<file path="config.mk">
export PLATFORM = sky130hd
export DESIGN_NAME = ones_compliment_accum
export DESIGN_NICKNAME = d
export VERILOG_FILES = /design/src/rtl/ones_comp_pkg.sv /design/src/rtl/full_adder.sv /design/src/rtl/ones_comp_adder.sv /design/src/rtl/ones_compliment_accum.sv
export SDC_FILE = /design/constraint.sdc
export NUM_CORES = 1
export LEC_CHECK = 0
export ABC_AREA = 1
export CAP_MARGIN = 15
export CORE_MARGIN = 2
export CORE_UTILIZATION = 46
export DETAILED_ROUTE_END_ITERATION = 10
export PLACE_DENSITY = 0.77
export REMOVE_ABC_BUFFERS = 1
export SLEW_MARGIN = 25
export SYNTH_ARGS = -nofsm -noshare
export SYNTH_HDL_FRONTEND = slang
export SYNTH_SLANG_ARGS = --single-unit
</file>
<file path="constraint.sdc">
create_clock -name clk -period 10.1 [get_ports clk]
set_input_delay 3.03 -clock clk [delete_from_list [all_inputs] [get_ports clk]]
set_output_delay 3.03 -clock clk [all_outputs]
set_load 0.02 [all_outputs]
</file>
<file path="src/rtl/ones_comp_pkg.sv">
// Shared types and the reference end-around add for the one's-complement accumulator.
package ones_comp_pkg;

    typedef enum logic [1:0] {IDLE, ACCUM, DONE} state_t;

    localparam int OC_MAX_W = 64;

    // Operands must be zero above bit w-1; the fold into bit 0 never re-overflows.
    function automatic logic [OC_MAX_W-1:0] oc_add(
        input logic [OC_MAX_W-1:0] a,
        input logic [OC_MAX_W-1:0] b,
        input int unsigned         w
    );
        logic [OC_MAX_W:0]   s;
        logic [OC_MAX_W:0]   one;
        logic [OC_MAX_W:0]   mask;
        logic [OC_MAX_W-1:0] r;
        one  = {{OC_MAX_W{1'b0}}, 1'b1};
        s    = {1'b0, a} + {1'b0, b};
        mask = (one << w) - one;
        r    = s[OC_MAX_W-1:0] & mask[OC_MAX_W-1:0];
        return r + {{(OC_MAX_W-1){1'b0}}, s[w[6:0]]};
    endfunction

endpackage

</file>
<file path="src/rtl/full_adder.sv">
// Single-bit full adder cell used by the ripple chain.
module full_adder (
    input  logic a,
    input  logic b,
    input  logic cin,
    output logic s,
    output logic cout
);
    assign s    = a ^ b ^ cin;
    assign cout = (a & b) | (cin & (a ^ b));
endmodule

</file>
<file path="src/rtl/ones_comp_adder.sv">
// Combinational one's-complement adder: ripple-carry sum followed by an end-around carry fold.
module ones_comp_adder #(
    parameter int WIDTH = 16
) (
    input  logic [WIDTH-1:0] A,
    input  logic [WIDTH-1:0] B,
    output logic [WIDTH-1:0] Y
);
    logic [WIDTH:0]   carry;
    logic [WIDTH-1:0] sum;

    assign carry[0] = 1'b0;

    generate
        for (genvar gi = 0; gi < WIDTH; gi++) begin : g_fa
            full_adder u_fa (
                .a   (A[gi]),
                .b   (B[gi]),
                .cin (carry[gi]),
                .s   (sum[gi]),
                .cout(carry[gi+1])
            );
        end
    endgenerate

    // Feeding carry-out back into carry[0] would form a loop; add it as a second stage instead.
    assign Y = sum + {{(WIDTH-1){1'b0}}, carry[WIDTH]};
endmodule

</file>
<file path="src/rtl/ones_compliment_accum.sv">
// Streaming one's-complement checksum accumulator: valid/ready word input, valid/ready checksum output.
module ones_compliment_accum
    import ones_comp_pkg::*;
#(
    parameter int WIDTH      = 16,
    parameter int CNT_W      = 8,
    parameter bit INVERT_OUT = 1'b1,
    parameter bit NORM_ZERO  = 1'b1
) (
    input  logic             clk,
    input  logic             reset,
    input  logic             start,
    input  logic [WIDTH-1:0] A,
    input  logic             A_valid,
    input  logic             A_last,
    input  logic             sub,
    output logic             A_ready,
    output logic [WIDTH-1:0] Y,
    output logic             Y_valid,
    input  logic             Y_ready,
    output logic [CNT_W-1:0] count,
    output logic             count_ovf
);
    localparam logic [WIDTH-1:0] ALL_ONES = '1;
    localparam logic [CNT_W-1:0] CNT_MAX  = '1;
    localparam logic [CNT_W-1:0] CNT_ONE  = {{(CNT_W-1){1'b0}}, 1'b1};

    state_t           state_reg;
    logic [WIDTH-1:0] acc_reg;
    logic [WIDTH-1:0] acc_next;
    logic [WIDTH-1:0] operand;
    logic [WIDTH-1:0] norm;
    logic [CNT_W-1:0] count_reg;
    logic             count_ovf_reg;
    logic             a_ready_reg;
    logic             y_valid_reg;
    logic             xfer;

    assign operand = sub ? ~A : A;
    assign xfer    = A_valid && a_ready_reg;

    ones_comp_adder #(.WIDTH(WIDTH)) u_adder (
        .A(acc_reg),
        .B(operand),
        .Y(acc_next)
    );

    always_ff @(posedge clk) begin
        if (reset) begin
            state_reg     <= IDLE;
            acc_reg       <= '0;
            count_reg     <= '0;
            count_ovf_reg <= 1'b0;
            a_ready_reg   <= 1'b0;
            y_valid_reg   <= 1'b0;
        end else begin
            case (state_reg)
                IDLE: begin
                    if (start) begin
                        state_reg     <= ACCUM;
                        acc_reg       <= '0;
                        count_reg     <= '0;
                        count_ovf_reg <= 1'b0;
                        a_ready_reg   <= 1'b1;
                    end
                end
                ACCUM: begin
                    if (xfer) begin
                        acc_reg <= acc_next;
                        // Saturate rather than wrap; the sum itself is unaffected.
                        if (count_reg == CNT_MAX) begin
                            count_ovf_reg <= 1'b1;
                        end else begin
                            count_reg <= count_reg + CNT_ONE;
                        end
                        if (A_last) begin
                            state_reg   <= DONE;
                            a_ready_reg <= 1'b0;
                            y_valid_reg <= 1'b1;
                        end
                    end
                end
                DONE: begin
                    if (Y_ready) begin
                        state_reg   <= IDLE;
                        y_valid_reg <= 1'b0;
                    end
                end
                default: begin
                    state_reg   <= IDLE;
                    a_ready_reg <= 1'b0;
                    y_valid_reg <= 1'b0;
                end
            endcase
        end
    end

    assign norm = (NORM_ZERO && (acc_reg == ALL_ONES)) ? '0 : acc_reg;

    assign Y         = INVERT_OUT ? ~norm : norm;
    assign A_ready   = a_ready_reg;
    assign Y_valid   = y_valid_reg;
    assign count     = count_reg;
    assign count_ovf = count_ovf_reg;
endmodule

</file>
Word level (Yosys, flattened, before mapping)

Cells that the tools add are included.

Bits of input ports: 23
RAM bits: 0
Memory bits (read-only): 0
Flip-flop bits (word level): 29
Output and inout port bits: 27
Bits in latches: 0
Logic and storage cells: 134
Memories kept: 0

Equality and inequality tests: 10
Reductions and logical operators: 9
Magnitude comparators: 0
Shift-type cells: 0
Add/subtract/negate cells: 2
Div/mod/pow operators: 0
Multiplexer cells: 26
Bitwise gates (word level): 81
Multiply operators: 0

Operators with widths:

| kind                                                | number |
|---|---|
| 2-to-1 mux 16 bit                                   | 4 |
| NOT 16 bit                                          | 2 |
| one-hot mux 16 bit (2 select lines)                 | 1 |
| bitwise AND 1 bit                                   | 31 |
| XOR 1 bit                                           | 31 |
| 2-to-1 mux 8 bit                                    | 3 |
| AND reduction 4 bit                                 | 5 |
| adder 16 x 1 -> 16 bit                              | 1 |
| equality test 16 bit, second input constant         | 1 |
| one-hot mux 8 bit (2 select lines)                  | 1 |
| OR 1 bit                                            | 15 |
| != test 2 bit, second input constant                | 6 |
| 2-to-1 mux 1 bit                                    | 9 |
| adder 8 x 1 -> 8 bit, second input constant         | 1 |
| equality test 8 bit, second input constant          | 1 |
| 2-to-1 mux 2 bit                                    | 4 |
| one-hot mux 1 bit (3 select lines)                  | 2 |
| one-hot mux 2 bit (3 select lines)                  | 1 |
| AND reduction 3 bit                                 | 1 |
| equality test 2 x 1 -> 1 bit, second input constant | 1 |
| equality test 2 bit, second input constant          | 1 |
| zero test 2 bit                                     | 1 |
| NOT 1 bit                                           | 2 |
| one-hot mux 1 bit (2 select lines)                  | 1 |
| other kinds (2)                                     | 2 |

Logic depth before layout (Yosys ltp)

Gate-level depths: netlist of the first run.

Depth after elaboration: 36
Gate-level depth with buffers: 30
Depth with buffers taken out: 29

Cells and area by module

Synthesis of the first run repeated with hierarchy kept, for this count alone.

Cell total of the unflattened synthesis: 324
Area total of the unflattened synthesis: 2303.5 sq um

By module, submodules not included:

| module                | area an instance (sq um) | times used | cells each | sequential area each (sq um) |
|---|---|---|---|---|
| ones_compliment_accum | 1564.0                   | 1          | 234        | 580.6 |
| ones_comp_adder       | 419.2                    | 1          | 74         | 0.0 |
| full_adder            | 20.0                     | 16         | 1          | 0.0 |

Least setup slack after synthesis of the first run

Ideal clock, no wire load.

Kind: in2reg
From: input sub
To: register acc_reg[10]
Arrival time: 9.865 ns
Slack: 0.165 ns
Setup time: 0.070 ns
Stages: 30
Buffers on the path: 2
Data required time: 10.030 ns
Cells stage by stage: clkbuf_1 > buf_2 > xor2_1 > fa_1 > fa_1 > fa_1 > fa_1 > fa_1 > fa_1 > fa_1 > fa_1 > fa_1 > fa_1 > fa_1 > fa_1 > inv_1 > fa_1 > fa_1 > inv_1 > fa_1 > ha_1 > nand2_1 > nor2_1 > nand2_1 > nor2_1 > inv_1 > nand2_1 > inv_1 > nand2_1 > a21oi_1

Word-level cells in the longest chain between the ends: 35
Elaborated cells between the ends (all ways): 76
Those cells by class: add/sub (1); mux (3); bitwise (72)

Ends and longest elaborated chain:

| element                                               | line                              | RTL |
|---|---|---|
| from (decl)                                           | ones_compliment_accum.sv:16       | `input logic sub,` |
| 2-to-1 mux 16 bit (*)                                 | ones_compliment_accum.sv:39       | `assign operand = sub ? ~A : A;` |
| bitwise AND 1 bit / XOR 1 bit (equally long branches) | full_adder.sv:10, full_adder.sv:9 |  |
| bitwise AND 1 bit                                     | full_adder.sv:10                  | `assign cout = (a & b) \| (cin & (a ^ b));` |
| OR 1 bit                                              | full_adder.sv:10                  |  |
| bitwise AND 1 bit                                     | full_adder.sv:10                  |  |
| OR 1 bit                                              | full_adder.sv:10                  |  |
| bitwise AND 1 bit                                     | full_adder.sv:10                  |  |
| OR 1 bit                                              | full_adder.sv:10                  |  |
| [... 19 more ...]                                     | -                                 |  |
| OR 1 bit                                              | full_adder.sv:10                  |  |
| bitwise AND 1 bit                                     | full_adder.sv:10                  |  |
| OR 1 bit                                              | full_adder.sv:10                  |  |
| bitwise AND 1 bit                                     | full_adder.sv:10                  |  |
| OR 1 bit                                              | full_adder.sv:10                  |  |
| adder 16 x 1 -> 16 bit (*)                            | ones_comp_adder.sv:27             | `assign Y = sum + {{(WIDTH-1){1'b0}}, carry[WIDTH]};` |
| 2-to-1 mux 16 bit (*)                                 | ones_compliment_accum.sv:68       | `if (xfer) begin` |
| one-hot mux 16 bit (2 select lines) (*)               | ones_compliment_accum.sv:57       | `case (state_reg)` |
| to (signal assigned)                                  | ones_compliment_accum.sv:69       | `acc_reg <= acc_next;` |
| to (decl)                                             | ones_compliment_accum.sv:29       | `logic [WIDTH-1:0] acc_reg;` |

Every way passes the cells marked *; elsewhere a longest branch is shown, timed or not. The select of a mux whose other input is x is not followed.
A chain may end at the register's enable or synchronous reset.

Final worst setup path of the first run

From: input A[0]
To: register acc_reg[6]

Word-level cells in the longest chain between the ends: 36
Elaborated cells between the ends (all ways): 43
Those cells by class: add/sub (1); mux (3); bitwise (39)

Ends and longest elaborated chain:

| element                                 | line                        | RTL |
|---|---|---|
| from (decl)                             | ones_compliment_accum.sv:13 | `input logic [WIDTH-1:0] A,` |
| NOT 16 bit                              | ones_compliment_accum.sv:39 |  |
| 2-to-1 mux 16 bit (*)                   | ones_compliment_accum.sv:39 |  |
| bitwise AND 1 bit (2 in series)         | full_adder.sv:10            |  |
| OR 1 bit                                | full_adder.sv:10            |  |
| bitwise AND 1 bit                       | full_adder.sv:10            |  |
| OR 1 bit                                | full_adder.sv:10            |  |
| bitwise AND 1 bit                       | full_adder.sv:10            |  |
| OR 1 bit                                | full_adder.sv:10            |  |
| [... 19 more ...]                       | -                           |  |
| OR 1 bit                                | full_adder.sv:10            |  |
| bitwise AND 1 bit                       | full_adder.sv:10            |  |
| OR 1 bit                                | full_adder.sv:10            |  |
| bitwise AND 1 bit                       | full_adder.sv:10            |  |
| OR 1 bit                                | full_adder.sv:10            |  |
| adder 16 x 1 -> 16 bit (*)              | ones_comp_adder.sv:27       |  |
| 2-to-1 mux 16 bit (*)                   | ones_compliment_accum.sv:68 |  |
| one-hot mux 16 bit (2 select lines) (*) | ones_compliment_accum.sv:57 |  |

Marks and branches as above.

==> results.cfg, run 1 <==
[outcome]
status = finished clean

[cells_and_area]
design_area_sq_mm = 0.00296
nets = 418
utilization = 0.630
area_growth_pct = 32.2
layout-drive-gt1-share = 0.0849
mostFrequentLayoutCell = nand2_1
largest_reg_flops = 16
finalNonFillerCells = 431
mostFrequentLayoutCells = nand2_1, clkdlybuf4s50_1, inv_1, dfxtp_1
num-fill-cells = 435
n_antenna_cell = 0

[critical_path]
path_delay_family = adder cells
critPathLaunchType = input port
cp-end-kind = flip-flop
cpMostUsedCell = fa_1
required_ns = 10.23
slowest_stage = clkdlybuf4s50_1
critPathMaxStageDelay_ns = 0.42
cp.arrival_ns = 9.98
crit_fanout = 5
cp_num_buf_inv = 5
worstSetupPathType = in -> reg

[timing]
timing.final.crit_share = 0.975
maxSlewHeadroom = 0.450
worst_slack_ns = 0.257
max_freq_mhz = 102
finalSetupViolations = 0
finalMaxSlewViolations = 0
skew_ns = 0.00419
tns_ns = 0
final-hold-violation-count = 0
fin_crit_ns = 9.84
tightest_slew_ns = 0.823
hold_slack_ns = 0.483

[floorplan]
die-height_microns = 73.7
core_area_sq_mm = 0.00469
die_x_microns = 73.7
top_level_ports = 50
dieArea_sq_mm = 0.00543
start_util = 0.477
rows = 25

[clock_network]
numCtsBuffers = 5
cts_buffer_depth = 2
clkLatencyLatePin_ns = 0.28
root_buffer = clkbuf_8
cts-htree-levels = 2
postCtsHoldBufs = 0
cts_tree = done
clkTransAtPathRegs_ns = 0.07
clock_sinks = 29

[grt]
grt_max_degree = 22
grt_pass1_wl_microns = 9000
grt_pass1_vias = 2064
grt.total_usage = 0.215
antenna_found_initial = 0
gr-total-overflow = 0

[routing]
routedWlPerCell_microns = 13.1
viasPerCell = 5.28
vias = 2274
drc_errors = 0
met2_wirelength_microns = 2830
highest_layer = met4
wl_met1_microns = 2400
drtIter0Drc = 96
firstDrtPassIters = 4
met3_length_microns = 302
drt_wl_total_microns = 5660
drtAntennaViolNets = 0

[placement]
dp_cells = 422
place_congestion = 0.906
dp_worst_setup_slack_ns = -0.400
io_buffers = 49
hpwl_microns = 4230
postPlaceCellArea_sq_mm = 0.00281

[run]
drv_cap = 0

[logic_synthesis]
synth.avg_cell_area_sq_um = 6.99
synth_seq_area_share = 0.260
ys_types = 29
synthCells = 320
ys_ff_latch = 29
netlist_area_sq_mm = 0.00224
ys_warn_count = 0

[power_and_ir_drop]
total_power_uw = 339
vdd_drop_max_mv = 0.0742
pwr_density_cell_mw_per_mm2 = 115
p_leak_nw = 1.23

[worst_hold_path]
worstHoldPathType = reg -> reg
==> timing repair <==
item,in CTS,in global routing
setup endpoints to repair,10,15
pin swaps,0,1
resized for setup,2,7
buffers inserted,0,1
==> area by class of cell <==
type	instances	area [sq um]	area share
Clock inverter	1	30.0	0.0102
Sequential cell	29	581	0.196
Multi-Input combinational cell	247	1510	0.510
Timing Repair Buffer	56	546	0.185
Inverter	37	139	0.0470
Clock buffer	7	86.3	0.0292
Tap cell	54	67.6	0.0229
==> cells by family (layout without fill, tap and decap cells) <==
group | count (synthesis) | in the layout | share of synthesized area
XOR/XNOR | 18 | 18 | 0.0705
AND/OR/NAND/NOR | 162 | 162 | 0.319
adder cells (fa/ha/maj) | 19 | 19 | 0.157
AO/OA/AOI/OAI | 48 | 48 | 0.119
flip-flops | 29 | 29 | 0.260
buffers and inverters | 44 | 101 | 0.0755
==> where the power goes <==
part           switching, mW  internal [mW]
combinational         0.0514         0.0386
clock                 0.0467         0.0804
sequential           0.00458          0.118
==> synth_stat cells <==
| cell type | n | area (sq um) |
|---|---|---|
| a21o_1 | 1 | 7.51 |
| a21oi_1 | 28 | 140 |
| buf_2 | 3 | 15.0 |
| clkbuf_1 | 4 | 15.0 |
| dfxtp_1 | 29 | 581 |
| fa_1 | 15 | 300 |
| ha_1 | 4 | 50.1 |
| inv_1 | 34 | 128 |
| inv_2 | 3 | 11.3 |
| nand2_1 | 96 | 360 |
| nand2_4 | 2 | 22.5 |
| nand3_1 | 21 | 105 |
| nand3_2 | 1 | 10.0 |
| nand3_4 | 1 | 17.5 |
| nand3b_1 | 1 | 7.51 |
| nand4_1 | 5 | 31.3 |
| nor2_1 | 29 | 109 |
| nor2_8 | 1 | 20.0 |
| nor3_1 | 1 | 5.00 |
| nor4_1 | 2 | 12.5 |
| o211a_1 | 2 | 20.0 |
| o211ai_1 | 2 | 15.0 |
| o21ai_0 | 13 | 65.1 |
| o21ba_2 | 1 | 10.0 |
| o21bai_1 | 1 | 7.51 |
| or2_0 | 1 | 6.26 |
| or2_2 | 1 | 6.26 |
| xnor2_1 | 3 | 26.3 |
| xor2_1 | 15 | 131 |
==> worst paths after layout <==
check / cells after the start / startpoint / slack, ns / end
min reg2reg: 1 / Y_valid$_SDFFE_PP0P_ / 0.48 / Y_valid$_SDFFE_PP0P_
max reg2reg: 25 / acc_reg[0]$_SDFFE_PP0P_ / 3.21 / acc_reg[6]$_SDFFE_PP0P_
min: 1 / Y_valid$_SDFFE_PP0P_ / 0.48 / Y_valid$_SDFFE_PP0P_
max: 27 / A[0] / 0.26 / acc_reg[6]$_SDFFE_PP0P_
==> layer usage <==
metal  up-vias  GRT usage
li1       1131          -
met1      1053      0.256
met2        72      0.381
met4         0     0.0808
met5         -          0
met3        18     0.0398
Power figures use the tool's default switching activity.
==> run 2: changes to the inputs <==
--- a/config.mk
+++ b/config.mk
@@ -7,11 +7,11 @@
 export LEC_CHECK = 0
 export ABC_AREA = 1
 export CAP_MARGIN = 15
+export CORE_ASPECT_RATIO = 2
 export CORE_MARGIN = 2
-export CORE_UTILIZATION = 46
+export CORE_UTILIZATION = 38
 export DETAILED_ROUTE_END_ITERATION = 10
-export PLACE_DENSITY = 0.77
-export REMOVE_ABC_BUFFERS = 1
+export PLACE_DENSITY = 0.65
 export SLEW_MARGIN = 25
 export SYNTH_ARGS = -nofsm -noshare
 export SYNTH_HDL_FRONTEND = slang
==> run 2 against run 1 <==
Net effect:
- sequential share of layout area down 0.099 points
- clock skew about the same
- final cell count increased by 0.93%
- critical endpoint is now acc_reg[11]$_SDFFE_PP0P_
- largest cell class unchanged
==> results.cfg, run 2 (synthesis results as in run 1) <==
[worst_hold_path]
hold_start = count_ovf$_SDFFE_PP0P_
hold_end = count_ovf$_SDFFE_PP0P_
worstHoldPathType = reg -> reg
min_path_cells = 2

[routing]
drc_errors = 0
vias = 2244
wl_met1_microns = 2140
drtAntennaViolNets = 0
firstDrtPassIters = 4
drt_wl_total_microns = 6190
routedWlPerCell_microns = 14.2
highest_layer = met4
viasPerCell = 5.16
drtIter0Drc = 59
met3_length_microns = 215
met2_wirelength_microns = 3530

[timing]
timing.final.crit_share = 0.969
final-hold-violation-count = 0
max_freq_mhz = 102
skew_ns = 0.00464
tightest_slew_ns = 0.866
rsz0062_at_grt = false
fin_crit_ns = 9.79
tns_ns = 0
maxSlewHeadroom = 0.421
finalMaxSlewViolations = 0
finalSetupViolations = 0

[placement]
io_buffers = 49
dp_cells = 427
hpwl_microns = 4950
place_congestion = 0.883

[floorplan]
die_x_microns = 58.2
rows = 39
dieArea_sq_mm = 0.00655
die-height_microns = 112
top_level_ports = 50
core_area_sq_mm = 0.00571
start_util = 0.392

[power_and_ir_drop]
total_power_uw = 361
pwr_density_cell_mw_per_mm2 = 121
p_leak_nw = 1.22
vdd_drop_max_mv = 0.0773

[critical_path]
required_ns = 10.22
cp-end-kind = flip-flop
critPathLaunchType = input port
worstSetupPathType = in -> reg
timing.rr.end = acc_reg[11]$_SDFFE_PP0P_
path_delay_family = adder cells
reg2reg_depth = 27
crit_fanout = 6
cp.arrival_ns = 9.91
cpMostUsedCell = fa_2
critPathMaxStageDelay_ns = 0.44
crit_path_start = sub
cp_num_buf_inv = 4
slowest_stage = clkdlybuf4s50_1
reg2reg_from = acc_reg[0]$_SDFFE_PP0P_
reg2reg_slack_ns = 3.33

[grt]
gr-total-overflow = 0
grt_pass1_vias = 2375
grt_max_degree = 22
grt_pass1_wl_microns = 10600
antenna_found_initial = 0
grt.total_usage = 0.210

[outcome]
status = finished clean

[clock_network]
root_buffer = clkbuf_16
clkLatencyLatePin_ns = 0.28
cts_tree = done
cts_buffer_depth = 2
numCtsBuffers = 5
clkTransAtPathRegs_ns = 0.05
postCtsHoldBufs = 0
cts-htree-levels = 2
clock_sinks = 29

[cells_and_area]
largest_reg_flops = 16
nets = 415
mostFrequentLayoutCell = nand2_1
area_growth_pct = 32.8
finalNonFillerCells = 435
layout-drive-gt1-share = 0.0856
n_antenna_cell = 0
num-fill-cells = 562
mostFrequentLayoutCells = nand2_1, clkdlybuf4s50_1, inv_1, dfxtp_1

[logic_synthesis]
syn_nets = 362

[run]
drv_cap = 0
run 2: changes by cell type in the layout (fill, tap and decap cells not counted), moves of 2 or more:
cell,delta
clkinv_2,+2
fa_1,-2
buf_4,-3
fa_2,+2
clkbuf_8,-6
clkbuf_16,+5
run 2: how the worst max path moves through the flow:
stage | endpoint | slack [ns] | cells past startpoint
after floorplan | acc_reg[10]$_SDFFE_PP0P_ | 0.16 | 30
after global placement | acc_reg[11]$_SDFFE_PP0P_ | -0.26 | 29
after detailed placement | acc_reg[11]$_SDFFE_PP0P_ | -0.42 | 29
after CTS | acc_reg[10]$_SDFFE_PP0P_ | 0.009 | 30
after global routing | acc_reg[6]$_SDFFE_PP0P_ | 0.03 | 27
final | acc_reg[11]$_SDFFE_PP0P_ | 0.31 | 29
run 2: area by class of cell:
| type | count | area, sq um | share of cell area |
|---|---|---|---|
| multi-input combinational | 247 | 1510 | 0.509 |
| sequential | 29 | 581 | 0.195 |
| timing repair buffer | 53 | 520 | 0.175 |
| inverter | 37 | 139 | 0.0468 |
| clock buffer | 5 | 125 | 0.0421 |
| tap | 61 | 76.3 | 0.0257 |
| clock inverter | 3 | 17.5 | 0.00590 |
run 2: where the power goes:
group	internal, mW	switching, mW	leakage (nW)
logic	0.0390	0.0523	0.911
registers	0.118	0.00473	0.235
clock network	0.0902	0.0568	0.0696
total	0.247	0.114	1.22
run 2: routing by layer:
metal / up-vias / GRT usage
met3: 20 / 0.0288
met5: - / 0
met4: 0 / 0.121
li1: 1126 / -
met2: 63 / 0.400
met1: 1035 / 0.203
run 2: stage by stage:
step,util,worst slack [ns],hold slack [ns],instance area (sq um)
detailed placement,0.491,-0.422,0.464,2800
global placement,0.491,-0.256,0.466,2800
finish,0.520,0.311,0.476,2970
global route,0.520,0.0277,0.496,2970
floorplan,-,0.165,0.470,2240
CTS,0.518,0.00925,0.477,2960
run 2: tightest hold or removal path, cell delays in order (launching register included):
cell     delay [ns]
dfxtp_1        0.33
a21oi_1        0.04
nor2_1         0.07
run 2: repair_timing:
action,in CTS,in global routing
setup buffers,0,0
gates cloned,0,0
resized for setup,5,6
endpoints found under the setup margin,15,15
